[config.mk]
export PLATFORM = sky130hd
export DESIGN_NAME = chunked_seq_adder_flat
export DESIGN_NICKNAME = d
export VERILOG_FILES = /design/src/rtl/chunked_seq_adder_pkg.sv /design/src/rtl/chunked_seq_adder_if.sv /design/src/rtl/chunked_seq_adder_cla.sv /design/src/rtl/chunked_seq_adder.sv /design/src/flat_wrapper.sv
export SDC_FILE = /design/constraint.sdc
export NUM_CORES = 1
export LEC_CHECK = 0
export CELL_PAD_IN_SITES_DETAIL_PLACEMENT = 1
export CELL_PAD_IN_SITES_GLOBAL_PLACEMENT = 2
export CORE_AREA = 2 2 121 123
export CTS_CLUSTER_DIAMETER = 150
export DETAILED_ROUTE_END_ITERATION = 7
export DIE_AREA = 0 0 123 125
export GPL_TIMING_DRIVEN = 1
export HOLD_SLACK_MARGIN = 0.03
export PLACE_DENSITY_LB_ADDON = 0.1
export SLEW_MARGIN = 10
export SYNTH_ARGS = -nofsm -noshare
export SYNTH_HDL_FRONTEND = slang
export SYNTH_SLANG_ARGS = --single-unit
[constraint.sdc]
create_clock -name i_clk -period 4.2 [get_ports i_clk]
set_input_delay 0.42 -clock i_clk [delete_from_list [all_inputs] [get_ports i_clk]]
set_output_delay 0.42 -clock i_clk [all_outputs]
set_load 0.02 [all_outputs]
[src/rtl/chunked_seq_adder_pkg.sv]
// Shared types and constants for the chunked sequential adder.
package adder_pkg;

  localparam int DEF_WIDTH = 32;
  localparam int DEF_CHUNK = 8;

  typedef enum logic [1:0] {
    IDLE = 2'd0,
    RUN  = 2'd1,
    DONE = 2'd2
  } state_t;

  // Width of a counter that must hold 0..n-1; never narrower than one bit.
  function automatic int idx_width(input int n);
    return (n <= 1) ? 1 : $clog2(n);
  endfunction

endpackage

[src/rtl/chunked_seq_adder_if.sv]
// Operand/result handshake bundle for chunked_seq_adder.
interface chunked_seq_adder_if
  import adder_pkg::*;
#(
  parameter int WIDTH = DEF_WIDTH
);

  logic             i_valid;
  logic             o_ready;
  logic [WIDTH-1:0] i_A;
  logic [WIDTH-1:0] i_B;
  logic             i_Cin;
  logic             o_valid;
  logic             i_ready;
  logic [WIDTH-1:0] o_Sum;
  logic             o_Cout;
  logic             o_Ovf;
  logic             o_busy;

  modport slave (
    input  i_valid, i_A, i_B, i_Cin, i_ready,
    output o_ready, o_valid, o_Sum, o_Cout, o_Ovf, o_busy
  );

  modport master (
    output i_valid, i_A, i_B, i_Cin, i_ready,
    input  o_ready, o_valid, o_Sum, o_Cout, o_Ovf, o_busy
  );

endinterface

[src/rtl/chunked_seq_adder_cla.sv]
// CarryLookAheadAdder: purely combinational adder with every carry expanded
// as a sum-of-products of generate/propagate terms, no rippling chain.
module CarryLookAheadAdder #(
  parameter int WIDTH = 8
) (
  input  logic [WIDTH-1:0] i_A,
  input  logic [WIDTH-1:0] i_B,
  input  logic             i_Cin,
  output logic [WIDTH-1:0] o_Sum,
  output logic             o_Cout
);

  logic [WIDTH-1:0] gen;
  logic [WIDTH-1:0] prop;
  logic [WIDTH:0]   carry;

  assign gen  = i_A & i_B;
  assign prop = i_A ^ i_B;

  // Lookahead carries: c[i+1] = g[i] | p[i]g[i-1] | ... | p[i..0]cin.
  always_comb begin
    logic acc;
    logic chain;
    acc      = 1'b0;
    chain    = 1'b0;
    carry    = '0;
    carry[0] = i_Cin;
    for (int i = 0; i < WIDTH; i++) begin
      acc   = gen[i];
      chain = prop[i];
      for (int j = i - 1; j >= 0; j--) begin
        acc   = acc | (chain & gen[j]);
        chain = chain & prop[j];
      end
      carry[i+1] = acc | (chain & i_Cin);
    end
  end

  assign o_Sum  = prop ^ carry[WIDTH-1:0];
  assign o_Cout = carry[WIDTH];

endmodule

[src/rtl/chunked_seq_adder.sv]
// Wide adder that streams CHUNK bits per cycle through one lookahead slice,
// carrying between slices through a register.
//
//   state | meaning
//   IDLE  | ready for operands; outputs hold the previous result
//   RUN   | one slice per cycle, chunk index 0..NCHUNK-1
//   DONE  | result valid, held until the consumer takes it
module chunked_seq_adder
  import adder_pkg::*;
#(
  parameter int WIDTH = DEF_WIDTH,
  parameter int CHUNK = DEF_CHUNK
) (
  input  logic                 i_clk,
  input  logic                 i_rst,
  chunked_seq_adder_if.slave   bus
);

  localparam int NCHUNK = WIDTH / CHUNK;
  localparam int IDX_W  = idx_width(NCHUNK);
  localparam logic [IDX_W-1:0] LAST_IDX = IDX_W'(NCHUNK - 1);

  if ((CHUNK < 2) || ((WIDTH % CHUNK) != 0)) begin : g_param_check
    $error("chunked_seq_adder: WIDTH must be a multiple of CHUNK and CHUNK >= 2");
  end

  state_t             state_q, state_d;
  logic [IDX_W-1:0]   idx_q, idx_d;
  logic [WIDTH-1:0]   a_q, a_d;
  logic [WIDTH-1:0]   b_q, b_d;
  logic [WIDTH-1:0]   sum_q, sum_d;
  logic               carry_q, carry_d;

  logic [CHUNK-1:0]   slice_a;
  logic [CHUNK-1:0]   slice_b;
  logic [CHUNK-1:0]   slice_sum;
  logic               slice_cout;
  int                 slice_lsb;

  assign slice_lsb = int'(idx_q) * CHUNK;
  assign slice_a   = a_q[slice_lsb +: CHUNK];
  assign slice_b   = b_q[slice_lsb +: CHUNK];

  CarryLookAheadAdder #(
    .WIDTH (CHUNK)
  ) u_slice (
    .i_A    (slice_a),
    .i_B    (slice_b),
    .i_Cin  (carry_q),
    .o_Sum  (slice_sum),
    .o_Cout (slice_cout)
  );

  // Next-state: capture in IDLE, one slice per RUN cycle, release on i_ready.
  always_comb begin
    state_d = state_q;
    idx_d   = idx_q;
    a_d     = a_q;
    b_d     = b_q;
    sum_d   = sum_q;
    carry_d = carry_q;
    case (state_q)
      IDLE: begin
        if (bus.i_valid) begin
          a_d     = bus.i_A;
          b_d     = bus.i_B;
          carry_d = bus.i_Cin;
          sum_d   = '0;
          idx_d   = '0;
          state_d = RUN;
        end
      end
      RUN: begin
        sum_d[slice_lsb +: CHUNK] = slice_sum;
        carry_d                   = slice_cout;
        if (idx_q == LAST_IDX) begin
          idx_d   = '0;
          state_d = DONE;
        end else begin
          idx_d = idx_q + IDX_W'(1);
        end
      end
      DONE: begin
        if (bus.i_ready) begin
          state_d = IDLE;
        end
      end
      default: state_d = IDLE;
    endcase
  end

  // State, operand, sum and inter-slice carry registers.
  always_ff @(posedge i_clk) begin
    if (i_rst) begin
      state_q <= IDLE;
      idx_q   <= '0;
      a_q     <= '0;
      b_q     <= '0;
      sum_q   <= '0;
      carry_q <= 1'b0;
    end else begin
      state_q <= state_d;
      idx_q   <= idx_d;
      a_q     <= a_d;
      b_q     <= b_d;
      sum_q   <= sum_d;
      carry_q <= carry_d;
    end
  end

  // After the last slice carry_q is the final carry-out and sum_q the result;
  // both stay put through DONE and the following IDLE.
  assign bus.o_ready = (state_q == IDLE);
  assign bus.o_valid = (state_q == DONE);
  assign bus.o_busy  = (state_q != IDLE);
  assign bus.o_Sum   = sum_q;
  assign bus.o_Cout  = carry_q;
  assign bus.o_Ovf   = (a_q[WIDTH-1] == b_q[WIDTH-1]) && (sum_q[WIDTH-1] != a_q[WIDTH-1]);

endmodule

[src/flat_wrapper.sv]
// flat-port wrapper written by rule: the top's interface ports become plain ports
module chunked_seq_adder_flat import adder_pkg::*;
#(
  parameter int WIDTH = DEF_WIDTH,
  parameter int CHUNK = DEF_CHUNK
)
  (i_clk, i_rst, bus_i_valid, bus_i_A, bus_i_B, bus_i_Cin, bus_i_ready, bus_o_ready, bus_o_valid, bus_o_Sum, bus_o_Cout, bus_o_Ovf, bus_o_busy);
  chunked_seq_adder_if #(.WIDTH(WIDTH)) bus_i ();
  input  logic i_clk;
  input  logic i_rst;
  input wire logic [$bits(bus_i.i_valid)-1:0] bus_i_valid;
  input wire logic [$bits(bus_i.i_A)-1:0] bus_i_A;
  input wire logic [$bits(bus_i.i_B)-1:0] bus_i_B;
  input wire logic [$bits(bus_i.i_Cin)-1:0] bus_i_Cin;
  input wire logic [$bits(bus_i.i_ready)-1:0] bus_i_ready;
  output wire logic [$bits(bus_i.o_ready)-1:0] bus_o_ready;
  output wire logic [$bits(bus_i.o_valid)-1:0] bus_o_valid;
  output wire logic [$bits(bus_i.o_Sum)-1:0] bus_o_Sum;
  output wire logic [$bits(bus_i.o_Cout)-1:0] bus_o_Cout;
  output wire logic [$bits(bus_i.o_Ovf)-1:0] bus_o_Ovf;
  output wire logic [$bits(bus_i.o_busy)-1:0] bus_o_busy;
  assign bus_i.i_valid = bus_i_valid;
  assign bus_i.i_A = bus_i_A;
  assign bus_i.i_B = bus_i_B;
  assign bus_i.i_Cin = bus_i_Cin;
  assign bus_i.i_ready = bus_i_ready;
  assign bus_o_ready = bus_i.o_ready;
  assign bus_o_valid = bus_i.o_valid;
  assign bus_o_Sum = bus_i.o_Sum;
  assign bus_o_Cout = bus_i.o_Cout;
  assign bus_o_Ovf = bus_i.o_Ovf;
  assign bus_o_busy = bus_i.o_busy;
  chunked_seq_adder #(.WIDTH(WIDTH), .CHUNK(CHUNK)) u_core (.i_clk(i_clk), .i_rst(i_rst), .bus(bus_i));
endmodule
# Yosys cells after proc, flatten, opt, wreduce, memory -nomap -nowiden
# Cells that the tools add are included.
# word_totals
ff_bits	101
output_inout_bits	37
inputBits	69
word_cells	142
# op_classes
n_eq_ne	8
n_reduce_logical	7
shift	4
n_bitwise	103
add_sub_neg	2
mux	12
# op_table
cell	n
$and A1 B1 Y1	64
$pmux W32 S2	1
$shiftx A32 B6 Y8	2
$or A1 B1 Y1	36
$neg A5 Y33	1
$shift A8 B33 Y32 const A	1
$shiftx A8 B33 Y32	1
$bwmux W32	1
$mux W32	1
$xor A8 B8 Y8	2
$mux W2	5
$and A8 B8 Y8	1
$pmux W2 S3	1
$eq A2 B2 Y1 const B	2
$ne A2 B2 Y1 const B	2
$pmux W2 S2	1
$reduce_and A2 Y1	2
$reduce_bool A2 Y1	2
$reduce_and A3 Y1	1
$add A2 B1 Y2 const B	1
$eq A2 B1 Y1 const B	1
$logic_not A2 Y1	1
$ne A2 B1 Y1 const B	1
$pmux W1 S2	1
4 further kinds	4

# Longest topological paths before layout
# logic_depth
depth_word	14
depth_mapped	10
depth_no_buf	7

# Modules after synthesis
# Synthesis repeated with hierarchy kept, for this count alone.
# unflattened
cells_unflattened	469
hier_area_um2	4473.0
# by_module_without_submodules
mod	seq_area_each_um2	area_each_um2	cells_each	instances
chunked_seq_adder	2021.9	4140.2	428	1
CarryLookAheadAdder	0.0	332.8	41	1

# Worst setup path before layout
# Ideal clock, no wire load.
# synth_timing
path_type	reg2reg
startpoint	register u_core.idx_q[1]
endpoint	register u_core.sum_q[6] (netlist: u_core.bus.o_Sum[6])
required_time_ps	4083
path_buffers	3
synth_period_minus_slack_ps	2675
setup_slack_ps	1525
arrival_time_ps	2558
stages_incl_launch_ff	11
setup_time_ps	117
cell_sequence	dfxtp_1 buf_2 buf_1 mux4_2 ha_1 buf_6 a31o_1 a211o_1 nand2_1 o221ai_2 a32o_1
# synth_between
elab_chain_cells	14
elab_cells_between_ends	87
classes_between	add/sub: 1; shift: 4; mux: 2; bitwise: 80
# synth_lines
item	line	rtl
start: declaration	chunked_seq_adder.sv:28	logic [IDX_W-1:0] idx_q, idx_d;
start signal: assignment	chunked_seq_adder.sv:103	idx_q <= idx_d;
$shiftx A32 B6 Y8 (on tied branches)	chunked_seq_adder.sv:41, chunked_seq_adder.sv:42	
$xor A8 B8 Y8 / $and A8 B8 Y8 (equally long branches)	chunked_seq_adder_cla.sv:18, chunked_seq_adder_cla.sv:17	
$and A1 B1 Y1 (on tied branches)	chunked_seq_adder_cla.sv:32, chunked_seq_adder_cla.sv:33	
$or A1 B1 Y1 (tied with other cells) (5 in series)	chunked_seq_adder_cla.sv:32	acc = acc | (chain & gen[j]);
$or A1 B1 Y1 / $and A1 B1 Y1 (equally long branches)	chunked_seq_adder_cla.sv:32, chunked_seq_adder_cla.sv:35	
$or A1 B1 Y1	chunked_seq_adder_cla.sv:35	carry[i+1] = acc | (chain & i_Cin);
$xor A8 B8 Y8	chunked_seq_adder_cla.sv:39	assign o_Sum = prop ^ carry[WIDTH-1:0];
$shiftx A8 B33 Y32	chunked_seq_adder.sv:74	sum_d[slice_lsb +: CHUNK] = slice_sum;
$bwmux W32 (*)	chunked_seq_adder.sv:74	
$pmux W32 S2 (*)	chunked_seq_adder.sv:62	case (state_q)
end signal: assignment	chunked_seq_adder.sv:106	sum_q <= sum_d;
end: declaration	chunked_seq_adder.sv:31	logic [WIDTH-1:0] sum_q, sum_d;
# Mark *: on every way between the ends. The rest lies on a longest branch, timed or not.
# A chain may end at the register's enable or synchronous reset.

# Final worst setup path
# layout_timing
startpoint	register u_core.idx_q[0]
endpoint	register u_core.sum_q[23] (netlist: u_core.bus.o_Sum[23])
# The elaborated chain is that of the path after synthesis.

==> reports/qor.yml <==
num_vias: 3815
min_period_ns: 2.99
finalHoldViolations: 0
finalPower_mw: 2.21
antennaDiodeCount: 0
holdCritStartpoint: "u_core.b_q[27]"
r2r_slack_ns: 1.21
arrival_ns: 3.28
yosysSeqAreaShare_pct: 45.5
syn_inst: 497
rsz0062_at_grt: "no"
cts_hold_buffers: 0
ant_nets: 0
synth-xor-area-share_pct: 0.986
p_comb_share_pct: 15.6
core-area_mm2: 0.0142
p_sw_mw: 0.589
worst_setup_path_end_kind: "flop"
synthSimpleGateAreaFrac_pct: 17.7
ir_drop_mv: 0.217
seqPwrFrac_pct: 46.9
power.share.switching_pct: 26.7
async_flop_share_pct: 0
worstPathRequired_ns: 4.49
drtIter0Drc: 167
r2r_start: "u_core.idx_q[0]"
finalMaxSlewViolations: 0
slowest_stage: "mux4_2"
hold_class: "flop to flop"
synthMuxAreaShare_pct: 8.11
synth_flop_cell: "dfxtp_1"
critPathLaunch: "u_core.idx_q[0]"
cap_violations: 0
finalCritPeriodShare_pct: 71.2
clkLatencyLatePin_ns: 0.35
syn_avg_cell_area_um2: 8.94
fin_skew_ns: 0.00897
ys_warn_count: 0
final_layout_size_suffix_gt1_share_pct: 8.50
cp-start-kind: "flop"
numPortBuffers: 105
synth_fa_ha_area_share_pct: 4.11
clockRootBuffer: "clkbuf_16"
synth_compound_area_share_pct: 19.5
synth_top_family_by_area: "compound AO/OA/AOI/OAI gates"
cts_tree: "built"
clkPwrFrac_pct: 37.5
grt_usage_pct: 17.3
grt_antenna_before_repair: 0
setup-violations-final: 0
cts.reportedPaths.clkPinSlew_ns: 0.07
cts_buffers: 9
die_w_um: 123
cellLeakagePower_nw: 2.16
ys_ff_latch: 101
synth_enable_flop_cells: 0
routed_wl_um: 12600
drc_errors: 0
utilization_pct: 41.4
fillers: 1661
die_area_mm2: 0.0154
grt_max_degree: 65
grt_pass1_wl_um: 20400
status: "completed"
cts.sinks: 101
nets: 667
initial_core_util_pct: 31.3
gp_congestion: 0.808
die_y_um: 125
crit_chain: "buf_4 > mux4_2 > ha_1 > a311oi_1 > nor2_1 > a311o_1 > a21oi_2 > a22o_1"
firstDrtPassIters: 6
crit_path_max_fanout: 20
io-pin-count: 106
p_per_area_mw_per_mm2: 375
hpwl_um: 9590
max-clock-path-buffers: 2
p_int_mw: 1.62
syn_area_mm2: 0.00444
synth.distinct_cells: 46
rows: 44
cts_resized: 0
htree_levels: 3
worst_slew_pin_slew_ns: 1.08
grt_pass1_vias: 3984
grt_overflow: 0
setup_tns_ns: 0
critPathKind: "flop to flop"
slew_headroom_pct: 28.1
synth_fp_nets: 580
cts_setup_buffers: 0
via_per_inst: 4.94
wl_per_cell_um: 16.4
area_delta_synth_final_pct: 32.3
max_freq_mhz: 334
slowest_delay_ns: 0.59
-- cell usage after synthesis (3+ instances only) --
library cell / count / share of area, %
nand2_1: 139 / 12
dfxtp_1: 101 / 46
a21oi_1: 70 / 7.9
nor2_1: 24 / 2.0
a22oi_1: 17 / 2.9
mux4_2: 16 / 8.1
ha_1: 13 / 3.7
a22o_1: 12 / 2.4
clkbuf_1: 12 / 1.0
buf_2: 11 / 1.2
inv_1: 7 / 0.59
and2_1: 5 / 0.70
buf_1: 5 / 0.42
a21o_1: 4 / 0.68
a32o_1: 4 / 0.90
nand2b_1: 4 / 0.56
nor3_1: 4 / 0.45
o21ai_0: 4 / 0.45
o21bai_1: 3 / 0.51
xor2_1: 3 / 0.59
-- power by group through the flow --
stage	combinational, mW	sequential [mW]	clock (mW)
2_1_floorplan	0.218	1.04	0
3_3_place_gp	0.342	1.06	0
3_5_place_dp	0.348	1.06	0
4_1_cts	0.350	1.04	0.849
5_1_grt	0.382	1.04	0.895
6_report	0.344	1.04	0.827
-- flip-flops by register name (all words and copies together) (netlist names) --
register / count
u_core.bus.o_Sum: 32
u_core.idx_q: 2
u_core.state_q: 2
u_core.a_q: 32
u_core.bus.o_Cout: 1
u_core.b_q: 32
-- cell families after synthesis --
family / after synthesis
xor gates and xnor gates: 5
buffers and inverters: 39
DFF: 101
and+or+nand+nor: 189
adders and majority gates: 14
AOI/OAI and AO/OA: 133
muxes: 16
-- cells in the final DEF (no fill, tap or decap), drive strengths merged, types with 3 or more instances in the layout --
cell	netlist	layout
buf	20	4
mux4	16	16
clkdlybuf4s50	0	104
xor2	3	3
a22oi	17	17
clkbuf	12	9
o21bai	3	3
a21oi	71	71
o21ai	6	6
inv	7	7
a21o	6	6
nor3	4	4
clkinvlp	0	4
dfxtp	101	101
nor2	25	25
ha	13	13
and2	7	7
nand2b	4	4
a22o	12	12
a32o	4	4
nand2	139	139
-- path summary, 6_finish.rpt --
path | to | depth (start not counted)
setup reg to reg | u_core.bus.o_Sum[23] | 8
hold / removal | u_core.b_q[27] | 2
setup / recovery | u_core.bus.o_Sum[23] | 8
hold reg to reg | u_core.b_q[27] | 2
-- critical path, delay by kind of cell (launching register included) --
| family | cells | cell delay, ns |
|---|---|---|
| AO/OA/AOI/OAI | 4 | 1.04 |
| multiplexers | 1 | 0.59 |
| buffers and inverters | 1 | 0.37 |
| adder cells (fa/ha/maj) | 1 | 0.43 |
| flip-flops | 1 | 0.40 |
| AND/OR/NAND/NOR | 1 | 0.08 |
-- metrics by stage --
step	instance area, um^2	cells	setup WS [ns]	hold WS (ns)
6_report	5880	772	1.21	0.456
5_1_grt	5880	772	0.982	0.481
3_5_place_dp	5590	757	1.21	0.447
3_3_place_gp	5590	757	1.26	0.446
4_1_cts	5880	772	1.19	0.457
2_1_floorplan	4440	497	1.52	0.433
-- per-layer routing --
layer	track usage [%]	wire length [um]
met4	6.89	233
met3	2.87	430
met2	29.5	6340
met5	0	0
met1	21.6	5640
-- cell type report --
| cell class | instances | area (um^2) | area share (%) |
|---|---|---|---|
| flip-flops and latches | 101 | 2020 | 34.4 |
| clock buffers | 9 | 225 | 3.83 |
| repair buffers | 108 | 1070 | 18.2 |
| multi-input cells | 357 | 2240 | 38.1 |
| inverters | 7 | 26.3 | 0.447 |
| well taps | 184 | 230 | 3.92 |
| clock inverters | 6 | 65.1 | 1.11 |
No activity file was read; power rests on OpenSTA's default activity.
